**config.mk**
```make
export PLATFORM = sky130hd
export DESIGN_NAME = uart_arbiter
export DESIGN_NICKNAME = d
export VERILOG_FILES = /design/src/rtl/uart_arbiter.sv
export SDC_FILE = /design/constraint.sdc
export NUM_CORES = 1
export LEC_CHECK = 0
export BUFFER_PORTS_ARGS = -buffer_cell sky130_fd_sc_hd__buf_2
export CELL_PAD_IN_SITES_DETAIL_PLACEMENT = 1
export CELL_PAD_IN_SITES_GLOBAL_PLACEMENT = 1
export CORE_ASPECT_RATIO = 0.75
export CORE_MARGIN = 4
export CORE_UTILIZATION = 40
export DETAILED_ROUTE_END_ITERATION = 6
export MAX_ROUTING_LAYER = met4
export PLACE_DENSITY = 0.93
export SKIP_LAST_GASP = 1
export SYNTH_ARGS = -nofsm -noshare
export SYNTH_HDL_FRONTEND = slang
export SYNTH_SLANG_ARGS = --single-unit
```
**constraint.sdc**
```tcl
create_clock -name clk16x -period 3.4 [get_ports clk16x]
set_input_delay 0.34 -clock clk16x [delete_from_list [all_inputs] [get_ports clk16x]]
set_output_delay 0.34 -clock clk16x [all_outputs]
set_load 0.005 [all_outputs]
```
**src/rtl/uart_arbiter.sv**
```systemverilog
`default_nettype none
// ============================================================================
// Module   : uart_arbiter
// Purpose  : Shares one UART transmitter between two byte requesters using
//            round-robin arbitration, and drains the UART receiver into a
//            registered byte/status pair with a one-cycle valid pulse.
// Ports    : clk16x, clrn (async active-low reset)
//            req0/req1, data0/data1 -> ack0/ack1   requester handshake
//            wrn, d_in, t_empty                    UART transmit side
//            rdn, d_out, r_ready, parity_error,
//            frame_error                           UART receive side
//            rx_valid, rx_data, rx_err             captured receive byte
//            tx_timeout                            sticky transmit timeout
// Revision : 1.0 - initial release
// ============================================================================
module uart_arbiter #(
  parameter int unsigned BUSY_TO = 16
) (
  input  logic       clk16x,
  input  logic       clrn,
  input  logic       req0,
  input  logic       req1,
  input  logic [7:0] data0,
  input  logic [7:0] data1,
  output logic       ack0,
  output logic       ack1,
  output logic       wrn,
  output logic [7:0] d_in,
  input  logic       t_empty,
  output logic       rdn,
  input  logic [7:0] d_out,
  input  logic       r_ready,
  input  logic       parity_error,
  input  logic       frame_error,
  output logic       rx_valid,
  output logic [7:0] rx_data,
  output logic [1:0] rx_err,
  output logic       tx_timeout
);

  // Final count value of the WAIT_BUSY window: timeout fires on the edge
  // that completes BUSY_TO cycles in that state.
  localparam logic [7:0] c_busy_last = 8'(BUSY_TO - 1);

  typedef enum logic [1:0] {
    IDLE       = 2'd0,
    WRITE      = 2'd1,
    WAIT_BUSY  = 2'd2,
    WAIT_EMPTY = 2'd3
  } tx_state_t;

  typedef enum logic [1:0] {
    RIDLE = 2'd0,
    READ  = 2'd1,
    RWAIT = 2'd2
  } rx_state_t;

  tx_state_t  r_tx_state;
  rx_state_t  r_rx_state;
  logic [7:0] r_tx_cnt;
  logic       r_rx_cnt;
  logic       r_last_grant;
  logic       r_ack0;
  logic       r_ack1;
  logic       r_wrn;
  logic [7:0] r_d_in;
  logic       r_tx_timeout;
  logic       r_rdn;
  logic       r_rx_valid;
  logic [7:0] r_rx_data;
  logic [1:0] r_rx_err;
  logic       w_grant1;

  // Requester 1 wins when alone, or on a tie when requester 0 went last.
  assign w_grant1 = req1 & (~req0 | ~r_last_grant);

  // --------------------------------------------------------------------------
  // Transmit arbiter FSM
  // --------------------------------------------------------------------------
  always_ff @(posedge clk16x or negedge clrn) begin
    if (!clrn) begin
      r_tx_state   <= IDLE;
      r_tx_cnt     <= 8'd0;
      r_last_grant <= 1'b1;
      r_ack0       <= 1'b0;
      r_ack1       <= 1'b0;
      r_wrn        <= 1'b1;
      r_d_in       <= 8'd0;
      r_tx_timeout <= 1'b0;
    end else begin
      // Acks are single-cycle pulses raised only on the grant edge.
      r_ack0 <= 1'b0;
      r_ack1 <= 1'b0;
      case (r_tx_state)
        IDLE: begin
          if (t_empty && (req0 || req1)) begin
            r_tx_state   <= WRITE;
            r_tx_cnt     <= 8'd0;
            r_wrn        <= 1'b0;
            r_last_grant <= w_grant1;
            r_d_in       <= w_grant1 ? data1 : data0;
            r_ack1       <= w_grant1;
            r_ack0       <= ~w_grant1;
          end
        end
        WRITE: begin
          if (r_tx_cnt == 8'd0) begin
            r_tx_cnt <= 8'd1;
          end else begin
            r_tx_cnt   <= 8'd0;
            r_wrn      <= 1'b1;
            r_tx_state <= WAIT_BUSY;
          end
        end
        WAIT_BUSY: begin
          if (!t_empty) begin
            r_tx_cnt   <= 8'd0;
            r_tx_state <= WAIT_EMPTY;
          end else if (r_tx_cnt == c_busy_last) begin
            r_tx_cnt     <= 8'd0;
            r_tx_timeout <= 1'b1;
            r_tx_state   <= IDLE;
          end else begin
            r_tx_cnt <= r_tx_cnt + 8'd1;
          end
        end
        WAIT_EMPTY: begin
          if (t_empty) begin
            r_tx_state <= IDLE;
          end
        end
        default: begin
          r_tx_state <= IDLE;
          r_wrn      <= 1'b1;
        end
      endcase
    end
  end

  // --------------------------------------------------------------------------
  // Receive drain FSM
  // --------------------------------------------------------------------------
  always_ff @(posedge clk16x or negedge clrn) begin
    if (!clrn) begin
      r_rx_state <= RIDLE;
      r_rx_cnt   <= 1'b0;
      r_rdn      <= 1'b1;
      r_rx_valid <= 1'b0;
      r_rx_data  <= 8'd0;
      r_rx_err   <= 2'b00;
    end else begin
      r_rx_valid <= 1'b0;
      case (r_rx_state)
        RIDLE: begin
          if (r_ready) begin
            r_rx_state <= READ;
            r_rx_cnt   <= 1'b0;
            r_rdn      <= 1'b0;
          end
        end
        READ: begin
          if (!r_rx_cnt) begin
            r_rx_cnt <= 1'b1;
          end else begin
            // Capture on the edge closing the second strobe cycle, so the
            // valid pulse lines up with the freshly loaded data.
            r_rx_cnt   <= 1'b0;
            r_rdn      <= 1'b1;
            r_rx_data  <= d_out;
            r_rx_err   <= {frame_error, parity_error};
            r_rx_valid <= 1'b1;
            r_rx_state <= RWAIT;
          end
        end
        RWAIT: begin
          // Wait for the receiver to drop r_ready so a byte is read once.
          if (!r_ready) begin
            r_rx_state <= RIDLE;
          end
        end
        default: begin
          r_rx_state <= RIDLE;
          r_rdn      <= 1'b1;
        end
      endcase
    end
  end

  assign ack0       = r_ack0;
  assign ack1       = r_ack1;
  assign wrn        = r_wrn;
  assign d_in       = r_d_in;
  assign tx_timeout = r_tx_timeout;
  assign rdn        = r_rdn;
  assign rx_valid   = r_rx_valid;
  assign rx_data    = r_rx_data;
  assign rx_err     = r_rx_err;

endmodule
`default_nettype wire

```
# Word level (Yosys, flattened, before mapping)
# Index checks and enable logic that the tools add are counted.
[totals] wordCells=81 inputBits=32 output_inout_bits=24 regBits=38
[classes] addsub=1 eq_ne=13 bitwise_logic=6 n_mux=30 n_reduce_logical=17
[ops] operator="8-bit 2-to-1 mux" n=4
[ops] operator="8-bit one-hot mux with 3 select lines" n=1
[ops] operator="2-bit 2-to-1 mux" n=8
[ops] operator="1-bit 2-to-1 mux" n=12
[ops] operator="2-bit != test, second input constant" n=6
[ops] operator="3-bit AND reduction" n=4
[ops] operator="8-bit by 1-bit adder with 8-bit output, second input constant" n=1
[ops] operator="8-bit by 4-bit equality test with 1-bit output, second input constant" n=1
[ops] operator="8-bit logical NOT" n=1
[ops] operator="2-bit one-hot mux with 4 select lines" n=1
[ops] operator="2-bit AND reduction" n=4
[ops] operator="2-bit equality test, second input constant" n=3
[ops] operator="2-bit one-hot mux with 3 select lines" n=1
[ops] operator="2-bit by 1-bit equality test with 1-bit output, second input constant" n=2
[ops] operator="2-bit logical NOT" n=2
[ops] operator="1-bit NOT" n=4
[ops] operator="1-bit one-hot mux with 2 select lines" n=2
[ops] operator="4-bit AND reduction" n=1
[ops] operator="2-bit nonzero test" n=2
[ops] operator="3-bit != test, second input constant" n=1
[ops] operator="1-bit one-hot mux with 3 select lines" n=1
[ops] operator="3-bit nonzero test" n=1
[ops] operator="1-bit bitwise AND" n=1
[ops] operator="1-bit logical AND" n=1
[ops] operator="2 further kinds" n=2

# Logic depth before layout (Yosys ltp)
[logic_depth] word_depth=6 depth_mapped=7 mapped_depth_nobuf=6

# Worst setup path before layout
# No wires, ideal clock.
[synth_timing] path_type="reg2reg" startpoint="register r_tx_cnt[4]" endpoint="register r_tx_state[0]" arrival_ns=1.749 n_path_buf=0 setup_ns=0.082 stages_incl_launch_ff=5 path_slack_ns=1.569 synth_period_minus_slack_ns=1.831 required_time_ns=3.318 cell_sequence="dfrtp_1 > or4_4 > or4_4 > o211a_2 > a22oi_2"
[synth_between] elab_chain_cells=3 word_cells_on_any_way=5 cone_classes="3 x eq/ne; 2 x reduce/logical"
[synth_lines] element="start: declaration" line_no="60" source="logic [7:0] r_tx_cnt;"
[synth_lines] element="start signal: assignment" line_no="124" source="r_tx_cnt <= r_tx_cnt + 8'd1;"
[synth_lines] element="8-bit by 4-bit equality test with 1-bit output / 8-bit logical NOT (equally long branches)" line_no="119, 107"
[synth_lines] element="3-bit != test (no source line) / 2-bit != test (equally long branches)"
[synth_lines] element="4-bit AND reduction (no source line) (*)"
[synth_lines] element="end signal: assignment" line_no="118" source="r_tx_state <= WAIT_EMPTY;"
[synth_lines] element="end signal: assignment" line_no="122" source="r_tx_state <= IDLE;"
[synth_lines] element="end signal: assignment" line_no="129" source="r_tx_state <= IDLE;"
[synth_lines] element="end: declaration" line_no="58" source="tx_state_t r_tx_state;"
# Every way passes the cells marked *; elsewhere a longest branch is shown, timed or not.
# A chain may end at the register's enable or synchronous reset.

# Worst setup path after layout
[layout_timing] startpoint="register r_tx_cnt[4]" endpoint="register r_tx_state[1]"
# Same word-level chain as after synthesis.

==> impl_metrics.ini <==
[global_route]
antenna_found_initial = 0
grt_usage = 0.177
grt_max_degree = 39
grt_pass1_vias = 1577
grt_pass1_wl_mm = 7.62
grt_overflow_total = 0

[place]
portBuffers = 55
place.gp.congestion = 0.849
hpwl_mm = 3.41

[pwr]
combPwrFrac = 0.383
p_sw_mw = 0.652
leakage_nw = 1.17
internal-power_mw = 1.13
power.density_mw_per_mm2 = 801
swShare = 0.365
p_seq_frac = 0.410
ir_drop_uv = 427
p_clk_frac = 0.207

[worst_setup_path]
cp-end-kind = register
r2r-start = r_tx_cnt[4]
critPathRequiredTime_ns = 3.55
path_max_fanout = 5
arrival_ns = 2.11
r2r-end = r_tx_state[1]
rrSetupSlack_ns = 1.44
r2r_cells = 4
critical_path.startpoint_type = register
critPathKind = register to register

[yosys]
yosysMostFrequentCell = nand2_1
synth_seq_cells = 38
yosys.cell_types.count = 36
ys_warn_count = 0
synth_edf_count = 0
avgSynthCellArea_sq_um = 9.88
syn_nets = 221
synth-seq-area-share = 0.534
synth_area_sq_mm = 0.00179
synth_area_leaders = dfrtp_1 (49%), nand2_1 (10%), ha_1 (5.6%)
yosys.area.top_type_share = 0.490
synth_ff_type = dfrtp_1
netlist_top_cells_count = nand2_1 (49), dfrtp_1 (35), o21ai_0 (11)
async_flop_share = 1.00
yosysTopAreaCell = dfrtp_1
synth_cells = 181

[sta]
fin_skew_ns = 0.00472
slew_headroom = 0.441
final_hold_viol_count = 0
finalSetupTns_ns = 0
drv_slew = 0
worst_slew_pin_slew_ns = 0.839
final.min_clock_period_ns = 1.96
whs_ns = 0.149
rsz0062_at_grt = no
fin_crit_sh = 0.577
max_freq_mhz = 510
setup_violations = 0

[layout]
diodes = 0
nets = 279
fill_cells = 497
drive_above_1_share = 0.300
syn2layout_area_growth_pct = 24.7

[die]
initial_core_util = 0.428
row_count = 20
core-area_sq_mm = 0.00418
boundaryPins = 56
die_width_um = 85.2
die-area_sq_mm = 0.00561
fp.dieH_um = 65.9

[drt]
wl_mm = 4.49
via_count = 1523
drt-pass1-iter-count = 4
drtIter0Drc = 30
route.detailed.drc = 0
drt-wirelength-per-cell_um = 15.2
via_per_inst = 5.16
ant_nets = 0

[clock_network]
cts_buffer_depth = 2
cts_buffers = 5
insertion_delay_ns = 0.28
clkSlewWorstSetupHoldPaths_ns = 0.07
cts-root-buf = clkbuf_8
cts_tree = yes
h-tree-depth = 2
post_cts_buffers = 0
cts.sinks = 38
cts_resized = 0
ctsHoldBuffers = 0

[status]
status = finished clean

[flow_run]
maxCapViolations = 0

[min_path]
hp-class = input port to async pin
## layout by cell type (no fill, tap or decap), types with 2 or more instances in the layout
cell type	n
buf_2	55
nand2_1	49
dfrtp_1	35
o21ai_0	11
nor2_1	8
mux2i_1	8
a21oi_1	8
ha_1	8
inv_1	7
clkbuf_8	5
o31ai_1	4
nand3_1	3
or4_1	3
dfstp_2	3
o21a_1	2
or4_4	2
nand2b_1	2
o22ai_1	2
a21o_1	2
a211oi_1	2
xnor2_1	2
clkinv_2	2
## worst max path at each step
stage	startpoint	to	slack, ns	cells past startpoint
floorplan	r_tx_cnt[4]	r_tx_state[0]	1.57	4
global placement	r_tx_cnt[4]	r_tx_state[0]	1.53	4
detailed placement	r_tx_cnt[4]	r_tx_state[1]	1.45	4
CTS	r_tx_cnt[4]	r_tx_state[1]	1.43	4
global route	r_tx_cnt[4]	r_tx_state[1]	1.33	4
finish	r_tx_cnt[4]	r_tx_state[1]	1.44	4
## power by group through the flow
stage / Combinational, mW / Sequential (mW) / Clock (mW)
after floorplan: 0.410 / 0.737 / 0
after global placement: 0.648 / 0.734 / 0
after detailed placement: 0.690 / 0.742 / 0
after CTS: 0.695 / 0.736 / 0.383
after global routing: 0.780 / 0.758 / 0.405
final: 0.685 / 0.733 / 0.369
## worst max-delay path: stages, from the launching register on
cell and delay, ns:
dfrtp_1 0.44, or4_4 0.57, or4_4 0.52, o221ai_1 0.14, o22ai_1 0.15
## final cells by class
class                           instances  area, sq um  share of cell area
Timing Repair Buffer                   56          283               0.127
Sequential cell                        38          955               0.428
Tap cell                               55         68.8              0.0309
Clock buffer                            5         68.8              0.0309
Clock inverter                          3         40.0              0.0180
Inverter                                7         26.3              0.0118
Multi-Input combinational cell        131          788               0.354
## routing by layer
layer	track usage	part of all wire	vias to the layer above	wire, um
met3	0.0473	0.065	6	291
met5	-	0	-	0
met2	0.278	0.46	52	2070
met1	0.225	0.46	724	2080
met4	0.0534	0.0085	0	38
li1	-	-	741	-
## sequential cells by signal, indices dropped and copies added, names as in the netlist
| signal | count |
|---|---|
| ack0 | 1 |
| ack1 | 1 |
| d_in | 8 |
| r_last_grant | 1 |
| r_rx_cnt | 1 |
| r_rx_state | 2 |
| r_tx_cnt | 8 |
| r_tx_state | 2 |
| rdn | 1 |
| rx_data | 8 |
| rx_err | 2 |
| rx_valid | 1 |
| tx_timeout | 1 |
| wrn | 1 |
## metrics by stage
step                instances  cell area (sq um)  utilization  setup slack, ns  total power, mW
floorplan                 181               1790            -             1.57             1.15
global placement          287               2120        0.507             1.53             1.38
detailed placement        287               2120        0.507             1.45             1.43
CTS                       295               2230        0.534             1.43             1.81
global route              295               2230        0.534             1.33             1.94
finish                    295               2230        0.534             1.44             1.79
## cell families after synthesis
group           after synthesis  share of synthesized area
compound gates               41                      0.151
mux                           8                     0.0448
buf+inv                      12                     0.0252
simple gates                 72                      0.179
fa+ha+maj                     8                     0.0560
flops                        38                      0.534
xor+xnor                      2                    0.00980
Power figures use the tool's default switching activity.
